[src/rtl/axi4l_pkg.sv]
// Shared AXI4-Lite definitions: response codes, register offsets, default ID word.
// Also provides the byte-enable merge used by the register file write port.
package axi4l_pkg;

    typedef enum logic [1:0] {
        OKAY   = 2'b00,
        EXOKAY = 2'b01,
        SLVERR = 2'b10,
        DECERR = 2'b11
    } resp_t;

    localparam logic [3:0]  ID_OFS      = 4'h0;
    localparam logic [3:0]  SCRATCH_OFS = 4'h4;
    localparam logic [3:0]  CTRL_OFS    = 4'h8;
    localparam logic [3:0]  STATUS_OFS  = 4'hC;

    localparam logic [31:0] ID_DEFAULT  = 32'h4158_4C31;

    function automatic logic [31:0] merge_bytes(input logic [31:0] old_val,
                                                input logic [31:0] new_val,
                                                input logic [3:0]  be);
        logic [31:0] res;
        res = old_val;
        for (int i = 0; i < 4; i++) begin
            if (be[i]) res[8*i +: 8] = new_val[8*i +: 8];
        end
        return res;
    endfunction

endpackage

[src/rtl/axi4l_if_regfile.sv]
// ID/SCRATCH/CTRL/STATUS register bank with byte-enable write port and combinational read mux.
// Byte strobes honoured only when AXI4L_IF_WSTRB_EN is defined; otherwise full-word writes.
import axi4l_pkg::*;

module axi4l_if_regfile #(
    parameter logic [31:0] ID_VALUE = ID_DEFAULT
) (
    input  logic        clk,
    input  logic        rst,
    input  logic        we,
    input  logic [3:0]  waddr,
    input  logic [31:0] wdata,
    input  logic [3:0]  wstrb,
    input  logic [3:0]  raddr,
    input  logic [31:0] status,
    output logic [31:0] rdata,
    output logic        wr_err,
    output logic [31:0] ctrl
);

    logic [31:0] scratch;
    logic [3:0]  be;

`ifdef AXI4L_IF_WSTRB_EN
    assign be = wstrb;
`else
    logic unused_strb;
    assign unused_strb = ^wstrb;
    assign be = 4'hF;
`endif

    // ID and STATUS are read-only; writes to them are refused with an error response.
    assign wr_err = (waddr[3:2] == ID_OFS[3:2]) || (waddr[3:2] == STATUS_OFS[3:2]);

    always_ff @(posedge clk or posedge rst) begin
        if (rst) begin
            scratch <= '0;
            ctrl    <= '0;
        end else if (we && !wr_err) begin
            if (waddr[3:2] == SCRATCH_OFS[3:2]) scratch <= merge_bytes(scratch, wdata, be);
            if (waddr[3:2] == CTRL_OFS[3:2])    ctrl    <= merge_bytes(ctrl, wdata, be);
        end
    end

    always_comb begin
        rdata = '0;
        case (raddr[3:2])
            ID_OFS[3:2]:      rdata = ID_VALUE;
            SCRATCH_OFS[3:2]: rdata = scratch;
            CTRL_OFS[3:2]:    rdata = ctrl;
            default:          rdata = status;
        endcase
    end

endmodule

[src/rtl/axi4l_if_regs.sv]
// AXI4-Lite slave endpoint: one-entry AW/W holders, registered B and R channels, 1-cycle latency.
// Optional byte strobes via AXI4L_IF_WSTRB_EN; readies derived only from registered state.
import axi4l_pkg::*;

module axi4l_if_regs #(
    parameter int          ADDR_WIDTH = 32,
    parameter int          DATA_WIDTH = 32,
    parameter logic [31:0] ID_VALUE   = ID_DEFAULT
) (
    input  logic                    axi4l_aclk,
    input  logic                    axi4l_arstn,
    input  logic [ADDR_WIDTH-1:0]   awaddr,
    input  logic [2:0]              awprot,
    input  logic                    awvalid,
    output logic                    awready,
    input  logic [DATA_WIDTH-1:0]   wdata,
    input  logic [DATA_WIDTH/8-1:0] wstrb,
    input  logic                    wvalid,
    output logic                    wready,
    output logic [1:0]              bresp,
    output logic                    bvalid,
    input  logic                    bready,
    input  logic [ADDR_WIDTH-1:0]   araddr,
    input  logic [2:0]              arprot,
    input  logic                    arvalid,
    output logic                    arready,
    output logic [DATA_WIDTH-1:0]   rdata,
    output logic [1:0]              rresp,
    output logic                    rvalid,
    input  logic                    rready,
    output logic [DATA_WIDTH-1:0]   ctrl_o,
    input  logic [DATA_WIDTH-1:0]   status_i
);

    logic        up;
    logic        aw_full, w_full;
    logic [3:0]  aw_addr_q;
    logic [31:0] w_dat_q;
    logic [3:0]  w_strb_q;
    logic        wr_err;
    logic [31:0] rd_mux;
    logic        aw_hs, w_hs, ar_hs, b_hs, r_hs, do_write;

    logic unused_ok;
    assign unused_ok = ^{awprot, arprot, awaddr[ADDR_WIDTH-1:4], awaddr[1:0],
                         araddr[ADDR_WIDTH-1:4], araddr[1:0]};

    // 'up' keeps all readies low during reset and raises them from the first edge after.
    assign awready  = up && !aw_full;
    assign wready   = up && !w_full;
    assign arready  = up && !rvalid;

    assign aw_hs    = awvalid && awready;
    assign w_hs     = wvalid && wready;
    assign ar_hs    = arvalid && arready;
    assign b_hs     = bvalid && bready;
    assign r_hs     = rvalid && rready;
    assign do_write = aw_full && w_full && !bvalid;

    always_ff @(posedge axi4l_aclk or posedge axi4l_arstn) begin
        if (axi4l_arstn) begin
            up        <= 1'b0;
            aw_full   <= 1'b0;
            w_full    <= 1'b0;
            aw_addr_q <= '0;
            w_dat_q   <= '0;
            w_strb_q  <= '0;
            bvalid    <= 1'b0;
            bresp     <= OKAY;
        end else begin
            up <= 1'b1;
            if (b_hs) begin
                bvalid  <= 1'b0;
                aw_full <= 1'b0;
                w_full  <= 1'b0;
            end else begin
                if (aw_hs) begin
                    aw_full   <= 1'b1;
                    aw_addr_q <= awaddr[3:0];
                end
                if (w_hs) begin
                    w_full   <= 1'b1;
                    w_dat_q  <= wdata;
                    w_strb_q <= wstrb;
                end
                if (do_write) begin
                    bvalid <= 1'b1;
                    bresp  <= wr_err ? SLVERR : OKAY;
                end
            end
        end
    end

    // Read data is captured at the AR edge, so STATUS reflects status_i at that edge
    // and a same-edge write is not yet visible.
    always_ff @(posedge axi4l_aclk or posedge axi4l_arstn) begin
        if (axi4l_arstn) begin
            rvalid <= 1'b0;
            rdata  <= '0;
            rresp  <= OKAY;
        end else if (ar_hs) begin
            rvalid <= 1'b1;
            rdata  <= rd_mux;
            rresp  <= OKAY;
        end else if (r_hs) begin
            rvalid <= 1'b0;
        end
    end

    axi4l_if_regfile #(
        .ID_VALUE (ID_VALUE)
    ) u_regfile (
        .clk    (axi4l_aclk),
        .rst    (axi4l_arstn),
        .we     (do_write),
        .waddr  (aw_addr_q),
        .wdata  (w_dat_q),
        .wstrb  (w_strb_q),
        .raddr  (araddr[3:0]),
        .status (status_i),
        .rdata  (rd_mux),
        .wr_err (wr_err),
        .ctrl   (ctrl_o)
    );

endmodule

[config.mk]
export PLATFORM = sky130hd
export DESIGN_NAME = axi4l_if_regs
export DESIGN_NICKNAME = d
export VERILOG_FILES = /design/src/rtl/axi4l_pkg.sv /design/src/rtl/axi4l_if_regfile.sv /design/src/rtl/axi4l_if_regs.sv
export SDC_FILE = /design/constraint.sdc
export NUM_CORES = 1
export LEC_CHECK = 0
export BUFFER_PORTS_ARGS = -buffer_cell sky130_fd_sc_hd__buf_2
export CAP_MARGIN = 20
export CORE_AREA = 2 2 120 122
export CTS_CLUSTER_SIZE = 40
export DETAILED_ROUTE_END_ITERATION = 6
export DIE_AREA = 0 0 122 124
export PLACE_DENSITY = 0.73
export SYNTH_ARGS = -nofsm -noshare
export SYNTH_HDL_FRONTEND = slang
export SYNTH_SLANG_ARGS = --single-unit
[constraint.sdc]
create_clock -name axi4l_aclk -period 11.9 [get_ports axi4l_aclk]
set_input_delay 1.785 -clock axi4l_aclk [delete_from_list [all_inputs] [get_ports axi4l_aclk]]
set_output_delay 1.785 -clock axi4l_aclk [all_outputs]
set_load 0.1 [all_outputs]
==> impl_metrics.env <==
export IMPL_cp_cell_sequence="buf_2 > nor2b_2 > a22oi_1 > a21oi_1"
export IMPL_setup_tns_ns=0
export IMPL_ant_nets=0
export IMPL_timing_setup_critical_path_class="in -> reg"
export IMPL_total_power_mw=2.62
export IMPL_antenna_found_initial=1
export IMPL_rsz0062_at_grt="false"
export IMPL_clock_latency_ns=0.41
export IMPL_fmax_mhz=270
export IMPL_synth_ff_type="dfrtp_1"
export IMPL_start_util=0.447
export IMPL_worstHoldStart="bresp[1]$_DFFE_PP0P_"
export IMPL_layout_setup_ws_ns=8.20
export IMPL_dr_pass1_iters=6
export IMPL_areaGrowthSynthToFinish_pct=22.9
export IMPL_hold_class="reg -> reg"
export IMPL_synth_distinct_cells=28
export IMPL_grt_pass1_wl_um=21300
export IMPL_final_cell_area_um2=7530
export IMPL_grt_remaining_overflow=0
export IMPL_drt_initial_drc_count=230
export IMPL_arrival_ns=4.03
export IMPL_wl_per_cell_um=17.4
export IMPL_drive_gt1_frac=0.512
export IMPL_slowest_delay_ns=1.02
export IMPL_maxSlewViolCount=0
export IMPL_placed_cell_area_um2=6910
export IMPL_io_buffers=144
export IMPL_dp_hpwl_um=8590
export IMPL_relSlewSlack=0.283
export IMPL_synth_edf_count=0
export IMPL_p_per_area_nw_per_um2=348
export IMPL_r2r_end="u_regfile.ctrl[13]$_DFFE_PP0P_"
export IMPL_setup_viol=0
export IMPL_critPathBufInv=1
export IMPL_synth_common_cells="dfrtp_1 (136), mux2_4 (70), mux2_2 (50)"
export IMPL_crit_fanout=46
export IMPL_place_congestion=0.742
export IMPL_fin_nets=730
export IMPL_yosysMostFrequentCell="dfrtp_1"
export IMPL_cts_max_level=4
export IMPL_fin_crit_sh=0.311
export IMPL_grtUsageTotal=0.186
export IMPL_fin_skew_ns=0.00994
export IMPL_drcViolationCount=0
export IMPL_grt_max_degree=71
export IMPL_die_area_um2=15100
export IMPL_required_ns=12.23
export IMPL_cts_tree="yes"
export IMPL_pre_cts_ws_ns=7.74
export IMPL_cts_sinks=136
export IMPL_critPathSlowestCell="nor2b_2"
export IMPL_vias_per_cell=5.14
export IMPL_syn_avg_cell_area_um2=13.8
export IMPL_whs_endpoint="bresp[1]$_DFFE_PP0P_"
export IMPL_ir_drop_v=0.000261
export IMPL_num_vias=3990
export IMPL_startpoint_type="input port"
export IMPL_cts_made_buffers=17
export IMPL_ys_seq_area_frac=0.555
export IMPL_fin_util=0.549
export IMPL_multi_input_area_um2=2470
export IMPL_die_h_um=124
export IMPL_clk_pin_slew_ns=0.05
export IMPL_synthTopCellsByArea="dfrtp_1 (55%), mux2_4 (17%), mux2_2 (9.2%)"
export IMPL_dpl_cell_count=744
export IMPL_reg2reg_setup_slack_ns=9.84
export IMPL_wl_um=13500
export IMPL_dieWidth_um=122
export IMPL_postCtsSetupRepairBufs=0
export IMPL_layout_min_cycle_time_ns=3.70
export IMPL_tightest_slew_ns=1.07
export IMPL_fillers=1167
export IMPL_cts_root_buf="clkbuf_16"
export IMPL_cts_resized=0
export IMPL_ys_ff_latch=136
export IMPL_timing_rr_start="aw_addr_q[2]$_DFFE_PP0P_"
export IMPL_hold_viol=0
export IMPL_hold_path_depth=1
export IMPL_fin_cells=776
export IMPL_end_kind="flop"
export IMPL_rows=43
export IMPL_outcome="complete, no violations"
export IMPL_cap_viol_max_count=0
export IMPL_synth_top_cell_area_share=0.555
export IMPL_yosys_warnings=0
export IMPL_synth_top_cell_by_area="dfrtp_1"
export IMPL_seqCellArea_um2=3400
export IMPL_async_reset_ff_frac=1.00
export IMPL_design_core_area_um2=13700
export IMPL_first_global_vias=4146
export IMPL_clockBufferDepth=2
export IMPL_worst_hold_slack_ns=0.510
export IMPL_cpLargestDelayFamily="simple AND/OR/NAND/NOR gates"
export IMPL_postSynthCellCount=445
export IMPL_rr_worst_depth=5
export IMPL_cts_hold_buf=0
export IMPL_p_leak_nw=3.81
export IMPL_antenna_cells=0
export IMPL_ios=218
export IMPL_syn_area_um2=6130
power breakdown:
group | internal, mW | switching (mW) | leakage, nW | total (mW)
clock network | 0.357 | 0.189 | 0.307 | 0.546
logic | 0.369 | 0.881 | 1.85 | 1.25
registers | 0.672 | 0.155 | 1.65 | 0.827
sequential cells by signal, summed over array words and instances, names as in the netlist:
register / flops
u_regfile.scratch: 32
bvalid: 1
w_full: 1
w_dat_q: 32
up: 1
rdata: 32
bresp: 1
rvalid: 1
aw_addr_q: 2
u_regfile.ctrl: 32
aw_full: 1
routing by layer:
metal,wire length [µm],track usage,vias to the layer above
met5,11,0,-
met4,142,0.0668,2
met3,753,0.0554,15
met2,6640,0.310,121
met1,5980,0.230,2022
li1,-,-,1830
final cells by class:
class	count	area share
flip-flops and latches	136	0.452
multi-input cells	265	0.328
repair buffers	148	0.0997
clock buffers	25	0.0671
well taps	180	0.0299
clock inverters	7	0.0151
inverters	15	0.00814
placed cells by master (no fill, tap or decap), drive strengths merged, types with 2 or more instances in the layout:
cell    synthesis  routed
buf            25     148
dfrtp         136     136
mux2          120     120
a21oi          36      36
nor2           32      32
clkbuf          6      25
a22oi          21      21
nor2b          15      15
inv            15      15
a21o           11      11
a31oi          10      10
nand2           5       5
conb            2       4
clkinv          0       4
bufinv          0       3
o21ai           2       2
ha              2       2
a211oi          2       2
kinds of logic after synthesis:
kind of cell,count (synthesis),share of synthesized area
DFF,136,0.555
muxes,120,0.263
AOI/OAI and AO/OA,83,0.0863
and+or+nand+nor,56,0.0467
buffers and inverters,46,0.0435
adders and majority gates,2,0.00408
other,2,0.00122
how the worst max path moves through the flow:
stage / from / end / slack, ns / cells after the start
6_report: araddr[2] / rdata[25]$_DFFE_PP0P_ / 8.20 / 4
2_1_floorplan: axi4l_arstn / aw_addr_q[2]$_DFFE_PP0P_ / 6.48 / 1
3_3_place_gp: araddr[2] / rdata[31]$_DFFE_PP0P_ / 7.84 / 4
5_1_grt: araddr[2] / rdata[17]$_DFFE_PP0P_ / 8.05 / 4
3_5_place_dp: araddr[2] / rdata[25]$_DFFE_PP0P_ / 7.74 / 4
4_1_cts: araddr[2] / rdata[25]$_DFFE_PP0P_ / 8.18 / 4
Power figures use the tool's default switching activity.
